**src/rtl/udp_rio_initiator.sv**
```systemverilog
// RIO UDP initiator: periodically sends a MSGID-prefixed request frame to a
// remote node through the shared udp core. It then waits for a reply whose
// header and ID match, and latches the reply payload. Lost or bad replies end
// in a timeout that sets pkg_timeout and counts an error.
module udp_rio_initiator #(
    parameter int          BUFFER_SIZE = 80,
    parameter logic [31:0] MSGID       = 32'h74697277,
    parameter logic [31:0] REPLY_ID    = 32'h64617461,
    parameter logic [15:0] PORT        = 16'd2390,
    parameter logic [31:0] PERIOD      = 32'd50000,
    parameter logic [31:0] TIMEOUT     = 32'd25000
) (
    input  logic                   sysclk,
    input  logic                   rst,
    input  logic                   enable,
    input  logic [31:0]            remote_ip,
    input  logic [BUFFER_SIZE-1:0] tx_data,
    output logic [BUFFER_SIZE-1:0] rx_data,
    output logic                   rx_valid,
    output logic                   pkg_timeout,
    output logic [15:0]            err_count,
    output logic                   busy,
    output logic [31:0]            eth_tx_ip,
    output logic [15:0]            eth_tx_dst_port,
    output logic                   eth_tx_req,
    output logic [7:0]             eth_tx_data,
    output logic                   eth_tx_data_av,
    input  logic                   eth_tx_req_rdy,
    input  logic                   eth_tx_data_rdy,
    input  logic                   eth_rx_head_av,
    output logic                   eth_rx_head_rdy,
    input  logic [31:0]            eth_rx_head,
    input  logic                   eth_rx_data_av,
    input  logic [7:0]             eth_rx_data
);

    localparam logic [7:0] NBYTES = 8'(BUFFER_SIZE / 8);

    localparam logic [3:0] S_IDLE      = 4'd0;
    localparam logic [3:0] S_WAIT_TXRDY = 4'd1;
    localparam logic [3:0] S_SEND      = 4'd2;
    localparam logic [3:0] S_REQ       = 4'd3;
    localparam logic [3:0] S_WAIT_HEAD = 4'd4;
    localparam logic [3:0] S_H_IP      = 4'd5;
    localparam logic [3:0] S_H_RSV     = 4'd6;
    localparam logic [3:0] S_H_PORT    = 4'd7;
    localparam logic [3:0] S_RX        = 4'd8;
    localparam logic [3:0] S_CHECK     = 4'd9;

    logic [3:0]             state;
    logic [31:0]            period_cnt;
    logic [31:0]            to_cnt;
    logic [7:0]             tx_cnt;
    logic [7:0]             byte_cnt;
    logic [BUFFER_SIZE-1:0] tx_buf;
    logic [BUFFER_SIZE-1:0] rx_buf;
    logic [31:0]            src_ip;
    logic                   tick;
    logic                   start;
    logic                   rx_phase;
    logic                   timed_out;
    logic                   port_ok;
    logic                   reply_ok;

    assign tick      = (period_cnt == PERIOD - 32'd1);
    assign start     = (state == S_IDLE) && tick && enable;
    // Every state from WAIT_HEAD through CHECK is covered by the reply timeout.
    assign rx_phase  = (state >= S_WAIT_HEAD) && (state <= S_CHECK);
    assign timed_out = rx_phase && (to_cnt == TIMEOUT - 32'd1);
    assign port_ok   = (eth_rx_head[15:0] == PORT) && (eth_rx_head[31:16] == PORT)
                       && (src_ip == eth_tx_ip);
    assign reply_ok  = (byte_cnt == NBYTES) && (rx_buf[BUFFER_SIZE-1 -: 32] == REPLY_ID);

    assign busy           = (state != S_IDLE);
    assign eth_tx_data_av = (state == S_SEND);
    assign eth_tx_data    = (state == S_SEND) ? tx_buf[BUFFER_SIZE-1 -: 8] : 8'd0;

    // Free-running cycle timer; a tick fires on the wrap to zero.
    always_ff @(posedge sysclk) begin
        if (rst || tick) period_cnt <= 32'd0;
        else             period_cnt <= period_cnt + 32'd1;
    end

    // Frame buffers: request shift-out, reply shift-in, and header source IP.
    always_ff @(posedge sysclk) begin
        case (state)
            S_IDLE:   if (start) tx_buf <= {MSGID, tx_data[BUFFER_SIZE-33:0]};
            S_SEND:   if (eth_tx_data_rdy) tx_buf <= tx_buf << 8;
            S_H_IP:   src_ip <= eth_rx_head;
            S_H_PORT: if (port_ok) rx_buf <= '0;
            S_RX:     if (eth_rx_data_av) rx_buf <= {rx_buf[BUFFER_SIZE-9:0], eth_rx_data};
            default:  ;
        endcase
    end

    // Protocol FSM with reply timeout; a timeout overrides whatever the state would do.
    always_ff @(posedge sysclk) begin
        if (rst) begin
            state           <= S_IDLE;
            pkg_timeout     <= 1'b1;
            err_count       <= 16'd0;
            rx_valid        <= 1'b0;
            rx_data         <= '0;
            eth_tx_req      <= 1'b0;
            eth_rx_head_rdy <= 1'b0;
            eth_tx_ip       <= 32'd0;
            eth_tx_dst_port <= 16'd0;
            to_cnt          <= 32'd0;
            tx_cnt          <= 8'd0;
            byte_cnt        <= 8'd0;
        end else begin
            rx_valid        <= 1'b0;
            eth_tx_req      <= 1'b0;
            eth_rx_head_rdy <= 1'b0;
            if (rx_phase) to_cnt <= to_cnt + 32'd1;
            if (timed_out) begin
                pkg_timeout <= 1'b1;
                if (err_count != 16'hFFFF) err_count <= err_count + 16'd1;
                state <= S_IDLE;
            end else begin
                case (state)
                    S_IDLE: if (start) begin
                        eth_tx_ip       <= remote_ip;
                        eth_tx_dst_port <= PORT;
                        tx_cnt          <= 8'd0;
                        state           <= S_WAIT_TXRDY;
                    end
                    S_WAIT_TXRDY: if (eth_tx_req_rdy) state <= S_SEND;
                    S_SEND: if (eth_tx_data_rdy) begin
                        tx_cnt <= tx_cnt + 8'd1;
                        if (tx_cnt == NBYTES - 8'd1) state <= S_REQ;
                    end
                    S_REQ: if (eth_tx_req_rdy) begin
                        eth_tx_req <= 1'b1;
                        to_cnt     <= 32'd0;
                        state      <= S_WAIT_HEAD;
                    end
                    S_WAIT_HEAD: if (eth_rx_head_av) begin
                        eth_rx_head_rdy <= 1'b1;
                        state           <= S_H_IP;
                    end
                    S_H_IP:  state <= S_H_RSV;
                    S_H_RSV: state <= S_H_PORT;
                    S_H_PORT: begin
                        if (port_ok) begin
                            byte_cnt <= 8'd0;
                            state    <= S_RX;
                        end else begin
                            state <= S_WAIT_HEAD;
                        end
                    end
                    S_RX: begin
                        if (eth_rx_data_av) begin
                            if (byte_cnt != 8'hFF) byte_cnt <= byte_cnt + 8'd1;
                        end else if (byte_cnt != 8'd0) begin
                            state <= S_CHECK;
                        end
                    end
                    S_CHECK: begin
                        if (reply_ok) begin
                            rx_data     <= rx_buf;
                            rx_valid    <= 1'b1;
                            pkg_timeout <= 1'b0;
                            state       <= S_IDLE;
                        end else begin
                            state <= S_WAIT_HEAD;
                        end
                    end
                    default: state <= S_IDLE;
                endcase
            end
        end
    end

endmodule

```
**config.mk**
```make
export PLATFORM = sky130hd
export DESIGN_NAME = udp_rio_initiator
export DESIGN_NICKNAME = d
export VERILOG_FILES = /design/src/rtl/udp_rio_initiator.sv
export SDC_FILE = /design/constraint.sdc
export NUM_CORES = 1
export LEC_CHECK = 0
export ABC_AREA = 1
export CAP_MARGIN = 10
export CORE_MARGIN = 2
export CORE_UTILIZATION = 50
export CTS_BUF_LIST = sky130_fd_sc_hd__clkbuf_2 sky130_fd_sc_hd__clkbuf_4 sky130_fd_sc_hd__clkbuf_8
export CTS_CLUSTER_SIZE = 8
export DETAILED_ROUTE_END_ITERATION = 7
export GPL_TIMING_DRIVEN = 0
export PLACE_DENSITY = 0.79
export SLEW_MARGIN = 30
export SYNTH_ARGS = -nofsm -noshare
export SYNTH_HDL_FRONTEND = slang
export SYNTH_SLANG_ARGS = --single-unit
export TNS_END_PERCENT = 50
```
**constraint.sdc**
```tcl
create_clock -name sysclk -period 3.13 [get_ports sysclk]
set_input_delay 0.626 -clock sysclk [delete_from_list [all_inputs] [get_ports sysclk]]
set_output_delay 0.626 -clock sysclk [all_outputs]
set_load 0.005 [all_outputs]
```
==> results of run 1 <==
## sequential cells by signal, summed over array words and instances, names as in the netlist, 4 cells and up
signal and flops:
period_cnt 32, to_cnt 32, src_ip 32, rx_buf 80, byte_cnt 8, tx_buf 80
eth_tx_ip 32, rx_data 80, tx_cnt 8, state 4, err_count 16
## where the power goes
group	total, mW	internal, mW	switching (mW)	leakage, nW
combinational	0.339	0.185	0.154	4.76
clock	4.95	2.79	2.16	0.766
sequential	5.57	5.57	0.00263	3.45
total	10.9	8.54	2.31	8.97
## per-layer routing
metal	vias to the layer above	part of all wire	global-route usage	wire length (um)
li1	7558	-	-	-
met5	-	0	0	0
met4	0	0.034	0.1012	1502
met3	102	0.068	0.04463	3001
met2	536	0.49	0.3991	21670
met1	7117	0.41	0.2838	18270
## final timing paths
path / start / endpoint / slack (ps)
worst min register to register: rx_data[68]$_SDFFE_PP0P_ / rx_data[68]$_SDFFE_PP0P_ / 440
worst max register to register: period_cnt[0]$_SDFF_PP0_ / tx_buf[74]$_SDFFCE_PN1P_ / 270
worst min-delay path: rx_data[68]$_SDFFE_PP0P_ / rx_data[68]$_SDFFE_PP0P_ / 440
worst max-delay path: state[3]$_SDFFE_PP0P_ / eth_tx_data_av / 150
## layout make-up
type | instances | area [sq um] | area share
repair buffers | 280 | 2883 | 0.1258
multi-input cells | 1380 | 6334 | 0.2765
clock buffers | 108 | 1280 | 0.05587
clock inverters | 16 | 155.1 | 0.006772
well taps | 461 | 576.8 | 0.02518
flip-flops and latches | 409 | 10110 | 0.4413
inverters | 303 | 1146 | 0.05003
diodes | 1 | 2.502 | 0.0001092
plain buffers | 83 | 422.9 | 0.01846
## layout by cell type, fill, tap and decap left out, drive strengths merged
cell type and count:
bufinv 2, conb 10, clkdlybuf4s50 273, clkbuf 153, nor2b 1, ha 8
nand3 87, nand2 425, and3 2, nor4 11, nand4 36, a21oi 82
or2 25, buf 45, nor3b 5, or3b 1, a221oi 1, nand3b 5
diode 1, edfxtp 192, xor2 37, dfxtp 217, a311oi 1, o21ai 108
nor3 39, clkinvlp 3, and2 3, nor2 469, a31oi 2, o21bai 1
inv 306, clkinv 8, xnor2 21
## tightest hold or removal path, stage by stage (launching register included)
cell and delay (ps):
dfxtp_1 300, nand2_1 60, nor2_1 30
## stage by stage
stage | hold slack (ps) | setup TNS [ps] | util | std cells | setup slack, ps
after detailed placement | 426.2 | -10740 | 0.6049 | 2916 | -210.0
after global placement | 424.9 | -143080 | 0.6006 | 2911 | -1073
final | 435.1 | 0 | 0.6457 | 3041 | 145.1
after CTS | 435.6 | 0 | 0.6452 | 3038 | 73.78
after floorplan | 429.6 | 0 | - | 2177 | 297.9
after global routing | 454.0 | 0 | 0.6457 | 3041 | 23.20
## what timing repair did
item,CTS,global route
resized for setup,1,2
gates cloned,0,0
pin swaps,0,1
buffers inserted,0,2
endpoints found under the setup margin,9,31
## logic make-up (layout without fill, tap and decap cells)
| group | Yosys count | after routing |
|---|---|---|
| fa+ha+maj | 8 | 8 |
| compound gates | 195 | 195 |
| flops | 409 | 409 |
| simple gates | 1109 | 1109 |
| xor+xnor | 58 | 58 |
| other cells | 1 | 11 |
| buf+inv | 388 | 790 |
==> out/qor.yml, run 1 <==
grt:
  grt_pass1_vias: 14920
  grt_pass1_wl_um: 71340
  grt.total_usage: 0.2319
  overflow: 0
  antenna_found_initial: 1
  grt_max_degree: 53
hold_path:
  hold_class: "flip-flop to flip-flop"
  whs_path_depth: 2
placed_design:
  dp_hpwl_um: 32650
  numPortBuffers: 273
  gp_congestion: 0.9268
  place_area_sq_um: 21460
sta:
  fmax_ghz: 0.3350
  worst_pin_slew_ps: 867.1
  period_minus_slack_ps: 2985
  setup-violations-final: 0
  fin_worst_skew_ps: 31.83
  max_slew_margin: 0.4219
  slew_violations: 0
  fin_crit_sh: 0.9536
  rsz0062_at_grt: "false"
  hold_viol: 0
setup_path:
  path_buf_inv: 2
  rr_worst_depth: 11
  crit_fanout: 10
  worst-setup-path-type: "flip-flop to output port"
  start_kind: "flip-flop"
  slowest_stage: "clkdlybuf4s50_1"
  cpMostUsedCell: "nor2_4"
  crit_cells: 5
  max_stage_delay_ps: 550
  crit_path_end_kind: "output port"
  path_delay_family: "buffers and inverters"
  cp_data_arrival_time_ps: 2360
  critical_path_required_ps: 2500
  cp_cell_sequence: "nor2_4 -> nand2_1 -> nor2_4 -> buf_2 -> clkdlybuf4s50_1"
die:
  core_area_sq_um: 35480
  die_x_um: 193.6
  die-area_sq_um: 37460
  core.rowCount: 69
  initial_utilization: 0.5063
  die_h_um: 193.6
  ioPinCount: 317
routing:
  wl_um: 44440
  wl_per_cell_um: 14.61
  postRouteAntennaNets: 0
  drc: 0
  first_pass_iters: 6
  vias: 15310
  drt-initial-drc-count: 1001
  drt-vias-per-instance: 5.036
yosys:
  syn-instance-count: 2168
  synthTopCellsByCount: "nor2_1 (456), nand2_1 (421), inv_1 (296)"
  synth_area_sq_um: 17960
  synth_top_family_by_area: "simple AND/OR/NAND/NOR gates"
  synth_compound_area_frac: 0.05544
  synthArstFlopShare: 0
  ys_seq_area_frac: 0.5628
  synthAdderAreaFrac: 0.005572
  muxShareOfSynthArea: 0
  synth_xor_area_frac: 0.02828
  synth_edf_count: 192
  synthTopCellsByArea: "edfxtp_1 (32%), dfxtp_1 (24%), nor2_1 (9.5%), nand2_1 (8.8%), inv_1 (6.2%)"
  synth_top_area_share: 0.3209
  ys_warn_count: 0
  synth.most_common_cell: "nor2_1"
  synth_cell_types: 48
  ys_ff_latch: 409
  yosysTopAreaCell: "edfxtp_1"
  synth_area_per_cell_sq_um: 8.286
  synthFlopType: "dfxtp_1"
  yosys.area_share.simple: 0.2608
cells_and_area:
  drive_above_1_share: 0.08608
  nets: 2692
  area_delta_synth_final_pct: 27.52
  n_fill_cell: 2924
  fin_area_sq_um: 22910
clock_tree:
  postCtsHoldBufs: 0
  clock_sinks: 409
  cts.clk_slew.worst_paths_ps: 60
  root_buffer: "clkbuf_8"
  clockBufferDepth: 3
  clock_latency_ps: 610
  tritoncts: "built"
  numCtsBuffers: 68
  cts_max_level: 3
power:
  max-vdd-ir-drop_mv: 0.3475
  power.total_mw: 10.86
  powerDensity_nw_per_um2: 473.9
  p_leak_nw: 8.975
job:
  cap_violations: 0
run_status:
  status: "completed"
Power figures use the tool's default switching activity.
==> run 2, diff against run 1 <==
--- a/config.mk
+++ b/config.mk
@@ -12,7 +12,6 @@
 export CTS_BUF_LIST = sky130_fd_sc_hd__clkbuf_2 sky130_fd_sc_hd__clkbuf_4 sky130_fd_sc_hd__clkbuf_8
 export CTS_CLUSTER_SIZE = 8
 export DETAILED_ROUTE_END_ITERATION = 7
-export GPL_TIMING_DRIVEN = 0
 export PLACE_DENSITY = 0.79
 export SLEW_MARGIN = 30
 export SYNTH_ARGS = -nofsm -noshare
==> run 2 against run 1 <==
Sequential share of layout area grew 0.77 points. Clock power shrank 3%. Cell count shrank 2.2%. Register-to-register slack gained 270 ps. Cell area shrank 1.7%. Total power shrank 1.4%. Sequential power is essentially flat. Routed wire length shrank 6.2%. Highest routed layer unchanged.
==> out/qor.yml, run 2 (synthesized netlist as in run 1, its figures left out) <==
run_status:
  status: "completed"
die:
  die_h_um: 193.6  # unchanged
  core.rowCount: 69  # unchanged
  die_x_um: 193.6  # unchanged
  ioPinCount: 317  # unchanged
  die-area_sq_um: 37460  # unchanged
  initial_utilization: 0.5063  # unchanged
  core_area_sq_um: 35480  # unchanged
grt:
  grt_pass1_wl_um: 68300  # -4.3%
  grt.total_usage: 0.2195  # -0.01242
  antenna_found_initial: 0  # -1
  grt_max_degree: 66  # +25%
  overflow: 0  # unchanged
  grt_pass1_vias: 14210  # -4.7%
power:
  p_sw_frac: 0.2102  # -0.003022
  p_leak_nw: 8.776  # -2.2%
  seqPwrFrac: 0.521  # +0.008
  power.total_mw: 10.70  # -1.4%
  max-vdd-ir-drop_mv: 0.5224  # +50%
  powerDensity_nw_per_um2: 475.2  # +0.29%
  comb_power_share: 0.029  # -0.002
  internal-power_mw: 8.452  # -1.1%
  switching_power_mw: 2.249  # -2.8%
  clockPowerShare: 0.450  # -0.006
clock_tree:
  cts.clk_slew.worst_paths_ps: 60  # about the same
  clock_sinks: 409  # unchanged
  tritoncts: "built"
  cts_max_level: 3  # unchanged
  post_cts.repair.setup_buffers: 0  # unchanged
  post_cts_resized: 0  # -1
  postCtsHoldBufs: 0  # unchanged
  root_buffer: "clkbuf_8"
  clock_latency_ps: 610  # about the same
  clockBufferDepth: 3  # unchanged
  numCtsBuffers: 70  # +2.9%
setup_path:
  crit_fanout: 30  # +20
  cp_cell_sequence: "nor2_4 -> nand2_1 -> nor2_4 -> inv_4 -> nor2_1 -> clkdlybuf4s50_1"
  worst-setup-path-type: "flip-flop to output port"
  slowest_stage: "clkdlybuf4s50_1"
  start_kind: "flip-flop"
  crit_path_end_kind: "output port"
  critical_path_required_ps: 2500  # about the same
  path_buf_inv: 2  # unchanged
  cpMostUsedCell: "nor2_4"
  rr_worst_depth: 10  # -1
  crit_cells: 6  # +1
  path_delay_family: "buffers and inverters"
  max_stage_delay_ps: 510  # -40 ps
  cp_data_arrival_time_ps: 2270  # -90 ps
job:
  cap_violations: 0  # unchanged
routing:
  postRouteAntennaNets: 0  # unchanged
  wl_per_cell_um: 14.03  # -4.0%
  first_pass_iters: 5  # -1
  drc: 0  # unchanged
  drt-vias-per-instance: 4.949  # -1.7%
  vias: 14710  # -3.9%
  wl_um: 41700  # -6.2%
  drt-initial-drc-count: 870  # -13%
sta:
  max_slew_margin: 0.4121  # -0.009825
  period_minus_slack_ps: 2898  # -87.16 ps
  fin_worst_skew_ps: 28.34  # -3.484 ps
  setup-tns-final_ps: 0  # unchanged
  hold_ws_ps: 294.1  # -140.9 ps
  worst_pin_slew_ps: 878.6  # +11.49 ps
  hold_viol: 0  # unchanged
  rsz0062_at_grt: "false"
  fmax_ghz: 0.3451  # +3.0%
  slew_violations: 0  # unchanged
  fin_crit_sh: 0.9258  # -0.02785
  setup-violations-final: 0  # unchanged
cells_and_area:
  fin_area_sq_um: 22520  # -1.7%
  final_util: 0.6346  # -0.01104
  area_delta_synth_final_pct: 25.34
  multiInputGateArea_sq_um: 6336  # about the same
  layout_commonest_cell: "nor2_1"
  top_regs: "rx_buf (80), rx_data (80), tx_buf (80)"
  num_antenna_cells: 0  # -1
  nets: 2626  # -2.5%
  drive_above_1_share: 0.08002  # -0.006064
  final_cell_mix: "nor2_1 (455), nand2_1 (420), inv_1 (295)"
  seq_area_sq_um: 10110  # unchanged
  n_fill_cell: 2879  # -1.5%
placed_design:
  place_area_sq_um: 21110  # -1.6%
  numPortBuffers: 274  # +0.37%
  dp_hpwl_um: 29070  # -11%
  gp_congestion: 0.9057  # -2.3%
hold_path:
  hold_class: "primary input to flip-flop"
  whs_path_depth: 2  # unchanged
==> run 2: changes by cell type in the layout (fill, tap and decap cells not counted), moves of 3 or more <==
cell      previous run  this run
clkbuf_1            43         0
buf_2               16         1
buf_16               5         0
buf_12               0         4
buf_6                4         0
buf_1                3         0
clkbuf_4            33        36
clkbuf_8            75        78
==> run 2: area by class of cell <==
class                           count  area share
Timing Repair Buffer              295      0.1308
Multi-Input combinational cell   1380      0.2814
Sequential cell                   409      0.4490
Tap cell                          461     0.02562
Clock buffer                      114     0.05968
Clock inverter                     11    0.002667
Inverter                          303     0.05090
==> run 2: power by group through the flow <==
stage	registers (mW)	logic [mW]	clock network, mW
CTS	5.57	0.312	4.96
global route	5.57	0.339	5.19
global placement	5.69	0.303	0
floorplan	5.69	0.116	0
finish	5.57	0.311	4.82
detailed placement	5.69	0.311	0
==> run 2: final timing paths <==
path	to	startpoint	slack [ps]
max	eth_tx_data[0]	state[3]$_SDFFE_PP0P_	230
min	eth_tx_dst_port[1]$_SDFFE_PP0P_	rst	290
max reg2reg	tx_buf[72]$_SDFFCE_PN0P_	period_cnt[0]$_SDFF_PP0_	540
min reg2reg	rx_data[65]$_SDFFE_PP0P_	rx_data[65]$_SDFFE_PP0P_	440
==> run 2: worst register-to-register path, cell delays in order, from the launching register on <==
cell and delay [ps]:
dfxtp_1 370, ha_1 190, nand2_1 90, nor2_1 240, nand2_1 200, nor2_1 150
nand4_1 130, nand2_1 160, nand3_1 220, clkinvlp_4 170, buf_12 300
==> run 2: through the flow <==
step / setup slack [ps] / instances
4_1_cts: 51.14 / 2973
3_5_place_dp: 346.7 / 2848
3_3_place_gp: 356.2 / 2848
6_report: 232.3 / 2973
2_1_floorplan: 297.9 / 2177
5_1_grt: 62.58 / 2973
==> run 2: routing by layer <==
layer,vias up,wire (um),part of all wire,GRT usage
met4,0,1122,0.027,0.08340
met5,-,0,0,0
met1,6804,17090,0.41,0.2632
met3,89,2752,0.066,0.05544
met2,402,20730,0.50,0.3799
li1,7418,-,-,-
==> run 3, diff against run 2 <==
--- a/config.mk
+++ b/config.mk
@@ -17,4 +17,4 @@
 export SYNTH_ARGS = -nofsm -noshare
 export SYNTH_HDL_FRONTEND = slang
 export SYNTH_SLANG_ARGS = --single-unit
-export TNS_END_PERCENT = 50
+export TNS_END_PERCENT = 20
==> results of run 3 <==
Final layout, timing and power as in run 2 (identical DEF).
